==> config.mk <==
export PLATFORM = sky130hd
export DESIGN_NAME = multiplier
export DESIGN_NICKNAME = d
export VERILOG_FILES = /design/src/rtl/mdu_pkg.sv /design/src/rtl/multiplier.sv
export SDC_FILE = /design/constraint.sdc
export NUM_CORES = 1
export LEC_CHECK = 0
export CORE_MARGIN = 4
export CORE_UTILIZATION = 40
export CTS_CLUSTER_SIZE = 14
export DETAILED_ROUTE_END_ITERATION = 10
export GPL_TIMING_DRIVEN = 0
export PLACE_DENSITY = 0.69
export SYNTH_ARGS = -nofsm -noshare
export SYNTH_HDL_FRONTEND = slang
export SYNTH_SLANG_ARGS = --single-unit
==> constraint.sdc <==
create_clock -name clk -period 3.9 [get_ports clk]
set_input_delay 1.17 -clock clk [delete_from_list [all_inputs] [get_ports clk]]
set_output_delay 1.17 -clock clk [all_outputs]
set_load 0.01 [all_outputs]
==> src/rtl/mdu_pkg.sv <==
// Shared multiply/divide unit definitions: FSM encodings, default operand width
// and the begin/end pulse handshake timing used by both multiplier and divider.
package mdu_pkg;

    localparam int MDU_WIDTH = 32;

    typedef enum logic {
        IDLE = 1'b0,
        WORK = 1'b1
    } mdu_state_t;

    // A request is accepted on the same edge that samples mult_begin in IDLE,
    // and completion is signalled by a pulse lasting exactly one cycle.
    localparam int MDU_ACCEPT_EDGES     = 0;
    localparam int MDU_END_PULSE_CYCLES = 1;

endpackage

==> src/rtl/multiplier.sv <==
// Iterative shift-add multiplier: one multiplier bit per cycle, fixed WIDTH-cycle
// latency, signed operands handled by magnitude multiply plus conditional negate.
module multiplier
    import mdu_pkg::*;
#(
    parameter int WIDTH = MDU_WIDTH
) (
    input  logic               clk,
    input  logic               rst,
    input  logic               mult_begin,
    input  logic               mult_signed,
    input  logic [WIDTH-1:0]   mult_op1,
    input  logic [WIDTH-1:0]   mult_op2,
    output logic [2*WIDTH-1:0] product,
    output logic               mult_end,
    output logic               busy
);

    localparam int CW = $clog2(WIDTH) + 1;

    mdu_state_t         state_reg;
    logic [2*WIDTH-1:0] mcand_reg;
    logic [WIDTH-1:0]   mplier_reg;
    logic [2*WIDTH-1:0] acc_reg;
    logic [CW-1:0]      cnt_reg;
    logic               neg_reg;
    logic [2*WIDTH-1:0] product_reg;
    logic               mult_end_reg;
    logic               busy_reg;

    logic [WIDTH-1:0]   op1_mag;
    logic [WIDTH-1:0]   op2_mag;
    logic [2*WIDTH-1:0] addend;
    logic [2*WIDTH-1:0] acc_next;

    // Negating the most negative value wraps back onto itself, which read as
    // unsigned is exactly the required magnitude 2^(WIDTH-1).
    assign op1_mag  = (mult_signed && mult_op1[WIDTH-1]) ? (~mult_op1 + 1'b1) : mult_op1;
    assign op2_mag  = (mult_signed && mult_op2[WIDTH-1]) ? (~mult_op2 + 1'b1) : mult_op2;
    assign addend   = mplier_reg[0] ? mcand_reg : '0;
    assign acc_next = acc_reg + addend;

    always_ff @(posedge clk) begin
        if (rst) begin
            state_reg    <= IDLE;
            mcand_reg    <= '0;
            mplier_reg   <= '0;
            acc_reg      <= '0;
            cnt_reg      <= '0;
            neg_reg      <= 1'b0;
            product_reg  <= '0;
            mult_end_reg <= 1'b0;
            busy_reg     <= 1'b0;
        end else begin
            case (state_reg)
                IDLE: begin
                    mult_end_reg <= 1'b0;
                    if (mult_begin) begin
                        mcand_reg  <= {{WIDTH{1'b0}}, op1_mag};
                        mplier_reg <= op2_mag;
                        neg_reg    <= mult_signed & (mult_op1[WIDTH-1] ^ mult_op2[WIDTH-1]);
                        acc_reg    <= '0;
                        cnt_reg    <= CW'(WIDTH);
                        busy_reg   <= 1'b1;
                        state_reg  <= WORK;
                    end
                end
                WORK: begin
                    acc_reg    <= acc_next;
                    mcand_reg  <= {mcand_reg[2*WIDTH-2:0], 1'b0};
                    mplier_reg <= {1'b0, mplier_reg[WIDTH-1:1]};
                    cnt_reg    <= cnt_reg - 1'b1;
                    // Final iteration: the accumulator sum is complete this cycle.
                    if (cnt_reg == CW'(1)) begin
                        product_reg  <= neg_reg ? (~acc_next + 1'b1) : acc_next;
                        mult_end_reg <= 1'b1;
                        busy_reg     <= 1'b0;
                        state_reg    <= IDLE;
                    end
                end
                default: state_reg <= IDLE;
            endcase
        end
    end

    assign product  = product_reg;
    assign mult_end = mult_end_reg;
    assign busy     = busy_reg;

endmodule

---- Word-level counts from Yosys, hierarchy flattened ----
Cells that the tools add are included.
operators by class
  $add $sub $neg .......................... 5
  equal/unequal tests ..................... 3
  mux-type cells .......................... 20
  bitwise gates (word level) .............. 6
  reduce and logical (&&, ||, !) cells .... 5
operators by type and width
  cell                                                                     number
  64-bit two-way mux                                                       4
  64-bit one-hot mux with 2 select lines                                   2
  32-bit two-way mux                                                       3
  32-bit by 1-bit adder with 32-bit output, second input constant          2
  64-bit by 1-bit adder with 64-bit output, second input constant          1
  64-bit adder                                                             1
  32-bit NOT                                                               2
  64-bit NOT                                                               1
  32-bit one-hot mux with 2 select lines                                   1
  6-bit one-hot mux with 2 select lines                                    1
  6-bit by 1-bit == test with 1-bit output, second input constant          1
  6-bit two-way mux                                                        1
  1-bit one-hot mux with 2 select lines                                    3
  2-bit AND reduction                                                      3
  6-bit by 1-bit subtractor with 6-bit output, second input constant       1
  1-bit two-way mux                                                        5
  1-bit logical AND                                                        2
  2-bit by 1-bit inequality test with 1-bit output, second input constant  1
  2-bit inequality test, second input constant                             1
  1-bit AND                                                                1
  1-bit NOT                                                                1
  1-bit XOR                                                                1
storage, ports and cells
  flip-flop bits (word level) ............. 234
  input bits .............................. 68
  word-level logic and storage cells ...... 48

---- Longest topological paths before layout ----
Gate-level depths: netlist of run 1.
  depth after elaboration ................. 5
  gate-level depth with buffers ........... 19
  gate-level depth less buffers ........... 16

---- Worst setup path before layout of run 1 ----
OpenSTA, ideal clock, no wires.
  path type ............................... reg-to-reg
  start ................................... register mplier_reg[0]
  end ..................................... register product_reg[60] (netlist: product[60])
  setup time .............................. 0.075 ns
  arrival time ............................ 4.243 ns
  data required time ...................... 3.825 ns
  slack ................................... -0.417 ns
  cell stages (with the launch flop) ...... 20
  path buffers ............................ 3
  clock period less this slack ............ 4.317 ns
  cells stage by stage .................... dfxtp_1 clkbuf_1 clkbuf_1 and2_1 ha_1 inv_1 fa_1 nor2b_4 or2_1 a21oi_1 xnor2_1 o21a_1 or4_1 buf_2 or3_1 or2_1 nor4_2 nand4_1 or3_1 a31oi_1
between the ends
  word-level cells in the longest chain between the ends .. 5
ends and longest elaborated chain
  element                                   line              text
  start: declaration                        multiplier.sv:23  logic [WIDTH-1:0] mplier_reg;
  start signal: assignment                  multiplier.sv:60  mplier_reg <= op2_mag;
  start signal: assignment                  multiplier.sv:71  mplier_reg <= {1'b0, mplier_reg[WIDTH-1:1]};
  64-bit two-way mux (*)                    multiplier.sv:40  assign addend = mplier_reg[0] ? mcand_reg : '0;
  64-bit adder (*)                          multiplier.sv:41  assign acc_next = acc_reg + addend;
  64-bit NOT                                multiplier.sv:75  product_reg <= neg_reg ? (~acc_next + 1'b1) : acc_next;
  64-bit by 1-bit adder with 64-bit output  multiplier.sv:75
  64-bit two-way mux (*)                    multiplier.sv:75
  end signal: assignment                    multiplier.sv:75
  end: declaration                          multiplier.sv:27  logic [2*WIDTH-1:0] product_reg;
Mark *: on every way between the ends. The rest lies on a longest branch, timed or not.
A chain may end at the register's enable or synchronous reset.

---- Final worst setup path of run 1 ----
Same ends and word-level chain as after synthesis.

==> results.json, run 1 <==
{
  "outcome": "complete, but fails checks",
  "violations": "max-capacitance violations, max-slew violations, negative setup slack",
  "n_fill_cell": 3603,
  "dieArea_um2": 43800,
  "period_minus_slack_ps": 4580,
  "drive_gt1_frac": 0.227,
  "cts-root-buf": "clkbuf_16",
  "vdd.ir_drop.worst_v": 0.000249,
  "multi_input_area_um2": 13000,
  "clock_latency_ps": 560,
  "yosys.area.top_type": "dfxtp_1",
  "grt_pass1_vias": 16800,
  "gp_congestion": 1.01,
  "worstMarginPinSlew_ps": 1520,
  "tritoncts": "yes",
  "fmax_mhz": 219,
  "critPathKind": "reg2reg",
  "start_kind": "flip-flop",
  "period_share": 1.17,
  "hold_class": "reg2reg",
  "pwr_density_cell_nw_per_um2": 296,
  "cts-buffers-inserted": 26,
  "grt_overflow_total": 0,
  "cp_max_fo": 7,
  "synth_area_leaders": "dfxtp_1 29%, nor2_1 6.4%, ha_1 5.3%",
  "grt_usage": 0.274,
  "timing.slew.headroom": -0.0121,
  "crit_arrival_ps": 5070,
  "area_growth_pct": 38.1,
  "yosysMostFrequentCell": "nor2_1",
  "synth_area_um2": 16200,
  "yosysTopAreaCellShare": 0.289,
  "crit_start": "mplier_reg[0]",
  "p_sw_mw": 1.94,
  "yosysSeqAreaShare": 0.289,
  "r2r_start": "mplier_reg[0]",
  "layoutNonFillerInstCount": 2908,
  "clkTransAtPathRegs_ps": 60,
  "dp_hpwl_mm": 48.1,
  "ys_ff_latch": 234,
  "drt_wl_total_mm": 64.2,
  "synth_edf_count": 0,
  "p_int_mw": 4.68,
  "drc": 0,
  "cp-end-kind": "flip-flop",
  "ant_nets": 0,
  "synth_commonest_cells": "278 x nor2_1, 234 x dfxtp_1, 168 x nand2_1",
  "row_count": 73,
  "ctsHoldBuffers": 0,
  "reg2reg_depth": 19,
  "fin_nets": 2500,
  "setup_slack_ps": -677,
  "p_comb_frac": 0.223,
  "drt_iter0_markers": 1530,
  "hold_violations": 0,
  "htreeDepth": 1,
  "grt_pass1_wl_mm": 96.9,
  "via_count": 17500,
  "design_area_um2": 22400,
  "core_um2": 39900,
  "crit_end": "product[60]",
  "synthArstFlopShare": 0,
  "die_w_um": 209,
  "grt_setup_unrepaired": "yes",
  "p_seq_frac": 0.384,
  "wire_per_inst_um": 22.1,
  "grt_max_degree": 14,
  "vias_per_cell": 6.01,
  "clkPwrFrac": 0.394,
  "start_util": 0.406,
  "power.leakage_nw": 8.32,
  "die_y_um": 209,
  "finalSetupViolations": 47,
  "placedCellCount": 2755,
  "worstPathRequired_ps": 4390,
  "r2r_end": "product[60]",
  "io_pins": 134,
  "synthesis.nets": 2233,
  "synth.distinct_cells": 92,
  "area.sequential_um2": 4690,
  "cts_buffer_depth": 3,
  "antenna_found_initial": 0,
  "synth_area_per_cell_um2": 7.73,
  "switching_share": 0.293,
  "dpl-instance-area_um2": 18300,
  "drv_cap": 2,
  "syn_inst": 2096,
  "synthFlopType": "dfxtp_1",
  "final_util": 0.561,
  "dr.pass1.iters": 5,
  "slew_violations": 22,
  "diodes": 0,
  "cts_sinks": 234,
  "reg2reg_slack_ps": -680,
  "final.setup_skew_ps": 29.0,
  "io_buffers": 133,
  "yosys_warnings": 0
}
==> area by class of cell <==
class / count / area share
multi-input combinational: 1695 / 0.581
sequential: 234 / 0.210
timing repair buffer: 257 / 0.108
clock buffer: 38 / 0.0338
tap: 525 / 0.0294
buffer: 120 / 0.0270
clock inverter: 10 / 0.00643
inverter: 29 / 0.00498
==> worst max-delay path, cell delays in order (launching register included) <==
cell and delay [ps]:
dfxtp_4 350, clkbuf_16 170, clkbuf_16 150, and2_4 150
ha_4 150, inv_2 50, fa_2 230, nor2b_4 60
or2_4 250, nor4_2 280, o21ai_1 130, o21a_1 160
or4_4 510, buf_8 160, or3_4 360, or2_4 280
nor4_4 370, nand4_1 120, or3_1 410, a31oi_1 130
==> power groups by stage <==
stage	logic [mW]	clock network, mW	registers [mW]
5_1_grt	1.57	2.72	2.55
3_5_place_dp	1.01	0	2.59
6_report	1.47	2.60	2.54
4_1_cts	1.30	2.62	2.54
3_3_place_gp	0.989	0	2.58
2_1_floorplan	0.610	0	2.57
==> repair_timing <==
item,in CTS,in global routing
pin swaps,123,125
hold endpoints to repair,0,0
endpoints found under the setup margin,62,72
buffers inserted,71,53
gates cloned,1,1
resized for setup,306,183
==> logic make-up (layout without fill, tap and decap cells) <==
logic type      Yosys count  after routing  share of synthesized area
fa+ha+maj                69             69                     0.0538
xor+xnor                154            154                     0.0837
flops                   234            234                      0.289
compound gates          676            676                      0.284
mux                      17             17                     0.0105
buf+inv                 167            454                     0.0407
simple gates            779            779                      0.238
==> layout by cell type, fill, tap and decap left out, types with 32 or more instances in the layout <==
cell               n
xnor2_1           46
a22o_1            83
nand2_1          150
and2_1            69
nor3_1            32
nand4_1           38
a21oi_1          126
o21ai_0           81
a211oi_1          88
a21oi_2           34
dfxtp_1          233
nor2_1           264
ha_1              42
clkbuf_1          98
xor2_1            66
clkdlybuf4s50_1  133
buf_4            101
==> metrics by stage <==
step | worst slack, ps | TNS, ps | hold slack [ps] | power (mW)
CTS | -528 | -15850 | 461 | 6.46
global placement | -1410 | -82200 | 440 | 3.57
detailed placement | -1480 | -62660 | 452 | 3.60
global route | -792 | -26970 | 476 | 6.83
floorplan | -68.2 | -678 | 432 | 3.18
finish | -677 | -21620 | 460 | 6.62
==> worst min-delay path by stage <==
| stage | cells past startpoint | to | from | slack (ps) |
|---|---|---|---|---|
| floorplan | 2 | acc_reg[12] | acc_reg[12] | 430 |
| global placement | 2 | acc_reg[41] | acc_reg[41] | 440 |
| detailed placement | 2 | product[34] | product[34] | 450 |
| CTS | 2 | product[58] | product[58] | 460 |
| global route | 2 | product[34] | product[34] | 480 |
| finish | 2 | product[58] | product[58] | 460 |
==> layer usage <==
layer  wire length (µm)  vias to the layer above  GRT usage
met5                  0                        -          0
met4               2450                        0     0.0995
met3               4150                      125     0.0285
met2              30400                      677      0.458
met1              27100                     8474      0.368
li1                   -                     8193          -
No activity file was read; power rests on OpenSTA's default activity.
==> inputs of run 2 (changes only) <==
- CTS_BUF_LIST: unset -> sky130_fd_sc_hd__clkbuf_16
==> run 2 against run 1 <==
  * Combinational power is essentially flat
  * Largest power group is now sequential cells
  * Sequential share of layout area is essentially flat
  * Die area is the same
  * Clock power shrank 5%
  * Critical path depth is the same
  * Global-route usage is essentially flat
  * Sequential cell count is the same
  * Utilization is essentially flat
  * Critical path type unchanged
  * First-iteration DRC count shrank 14%
  * The run still ends with max-capacitance violations, max-slew violations, negative setup slack left
  * Wire length grew 0.25%
  * Cell count grew 0.10%
  * Sequential power is essentially flat
==> results.json, run 2 (synthesized netlist as in run 1, its figures left out) <==
{
  "cp_max_fo": 7,
  "grt_overflow_total": 0,
  "vdd.ir_drop.worst_v": 0.000248,
  "fmax_mhz": 218,
  "dr.pass1.iters": 6,
  "cts_sinks": 234,
  "dieArea_um2": 43800,
  "dp_hpwl_mm": 48.1,
  "clkTransAtPathRegs_ps": 60,
  "finalSetupTns_ps": -20380,
  "cts-buffers-inserted": 26,
  "critPathKind": "reg2reg",
  "final.setup_skew_ps": 24.4,
  "grt_pass1_vias": 16800,
  "start_kind": "flip-flop",
  "hold_violations": 0,
  "period_minus_slack_ps": 4590,
  "grt_pass1_wl_mm": 96.8,
  "gp_congestion": 1.01,
  "reg2reg_depth": 19,
  "ant_nets": 0,
  "final_util": 0.560,
  "die_y_um": 209,
  "htreeDepth": 1,
  "finalSetupViolations": 48,
  "layout_common_cells": "263 x nor2_1, 233 x dfxtp_1, 152 x nand2_1",
  "power.leakage_nw": 8.31,
  "drt_iter0_markers": 1311,
  "max_stage_delay_ps": 510,
  "drv_cap": 2,
  "worstMarginPinSlew_ps": 1530,
  "cts-root-buf": "clkbuf_16",
  "slew_violations": 11,
  "wire_per_inst_um": 22.1,
  "cpMaxStageDelayCell": "or4_4",
  "grt_max_degree": 14,
  "outcome": "complete, but fails checks",
  "power_mw": 6.46,
  "fin_nets": 2502,
  "start_util": 0.406,
  "core_um2": 39900,
  "timing.slew.headroom": -0.0186,
  "area_growth_pct": 38.1,
  "drc": 0,
  "io_pins": 134,
  "layoutNonFillerInstCount": 2911,
  "via_count": 17500,
  "cts_buffer_depth": 3,
  "vias_per_cell": 6.02,
  "pwr_density_cell_nw_per_um2": 289,
  "drive_gt1_frac": 0.226,
  "tritoncts": "yes",
  "placedCellCount": 2755,
  "final_common_cell": "nor2_1",
  "cp-end-kind": "flip-flop",
  "row_count": 73,
  "period_share": 1.18,
  "io_buffers": 133,
  "grt_usage": 0.274,
  "die_w_um": 209,
  "worstPathRequired_ps": 4390,
  "worstPathCellList": "clkbuf_16 -> clkbuf_16 -> and2_4 -> ha_4 -> inv_2 -> fa_2 -> nor2b_4 -> or2_4 -> nor4_2 -> o21ai_1 -> o21a_1 -> or4_4 -> buf_8 -> or3_4 -> or2_4 -> nor4_4 -> nand4_1 -> or3_1 -> a31oi_1",
  "worst_hold_slack_ps": 460,
  "grt_setup_unrepaired": "yes",
  "hold_class": "reg2reg",
  "crit_arrival_ps": 5080,
  "setup_slack_ps": -691,
  "violations": "max-capacitance violations, max-slew violations, negative setup slack",
  "hold_depth": 2,
  "antenna_found_initial": 0,
  "clock_latency_ps": 560,
  "drt_wl_total_mm": 64.3
}
## run 2: timing repair
action	4_1_cts	5_1_grt
setup buffers	70	56
gates resized for setup	299	198
cloned	1	1
pin swaps	125	119
setup endpoints to repair	62	73
hold buffers	0	0
## run 2: per-layer routing
layer  wire [µm]  part of all wire  GRT usage
met5           0                 0          0
met4        2750             0.043      0.102
met3        3980             0.062     0.0318
met2       30000              0.47      0.457
met1       27600              0.43      0.365
## run 2: worst paths after layout
path,startpoint,to,slack (ps)
worst max-delay path,mplier_reg[0],product[60],-690
worst min-delay path,product[58],product[58],460
worst max register to register,mplier_reg[0],product[60],-690
worst min register to register,product[58],product[58],460
## run 2: layout make-up
cell class	count	area (µm²)
fill	3600	17500
multi-input combinational	1695	13100
sequential	234	4690
timing repair buffer	261	2410
tap	525	657
clock buffer	26	651
buffer	118	598
clock inverter	22	189
inverter	29	111
antenna	1	2.50
## run 2: worst max-delay path, delay by kind of cell (launching register included)
kind            cells  cell delay (ps)
simple gates       10             2810
buf+inv             4              530
compound gates      3              440
fa+ha+maj           2              380
flops               1              350
## run 2: stage by stage
stage | cell area [µm²] | worst slack (ps)
floorplan | 16300 | -68.2
global placement | 18300 | -1410
detailed placement | 18300 | -1480
CTS | 21000 | -525
global route | 22400 | -791
finish | 22400 | -691
## run 2: power breakdown
group	total, mW	switching, mW	leakage (nW)	internal (mW)
sequential	2.54	0.0650	1.90	2.47
combinational	1.45	0.809	5.97	0.643
clock	2.47	1.05	0.435	1.41
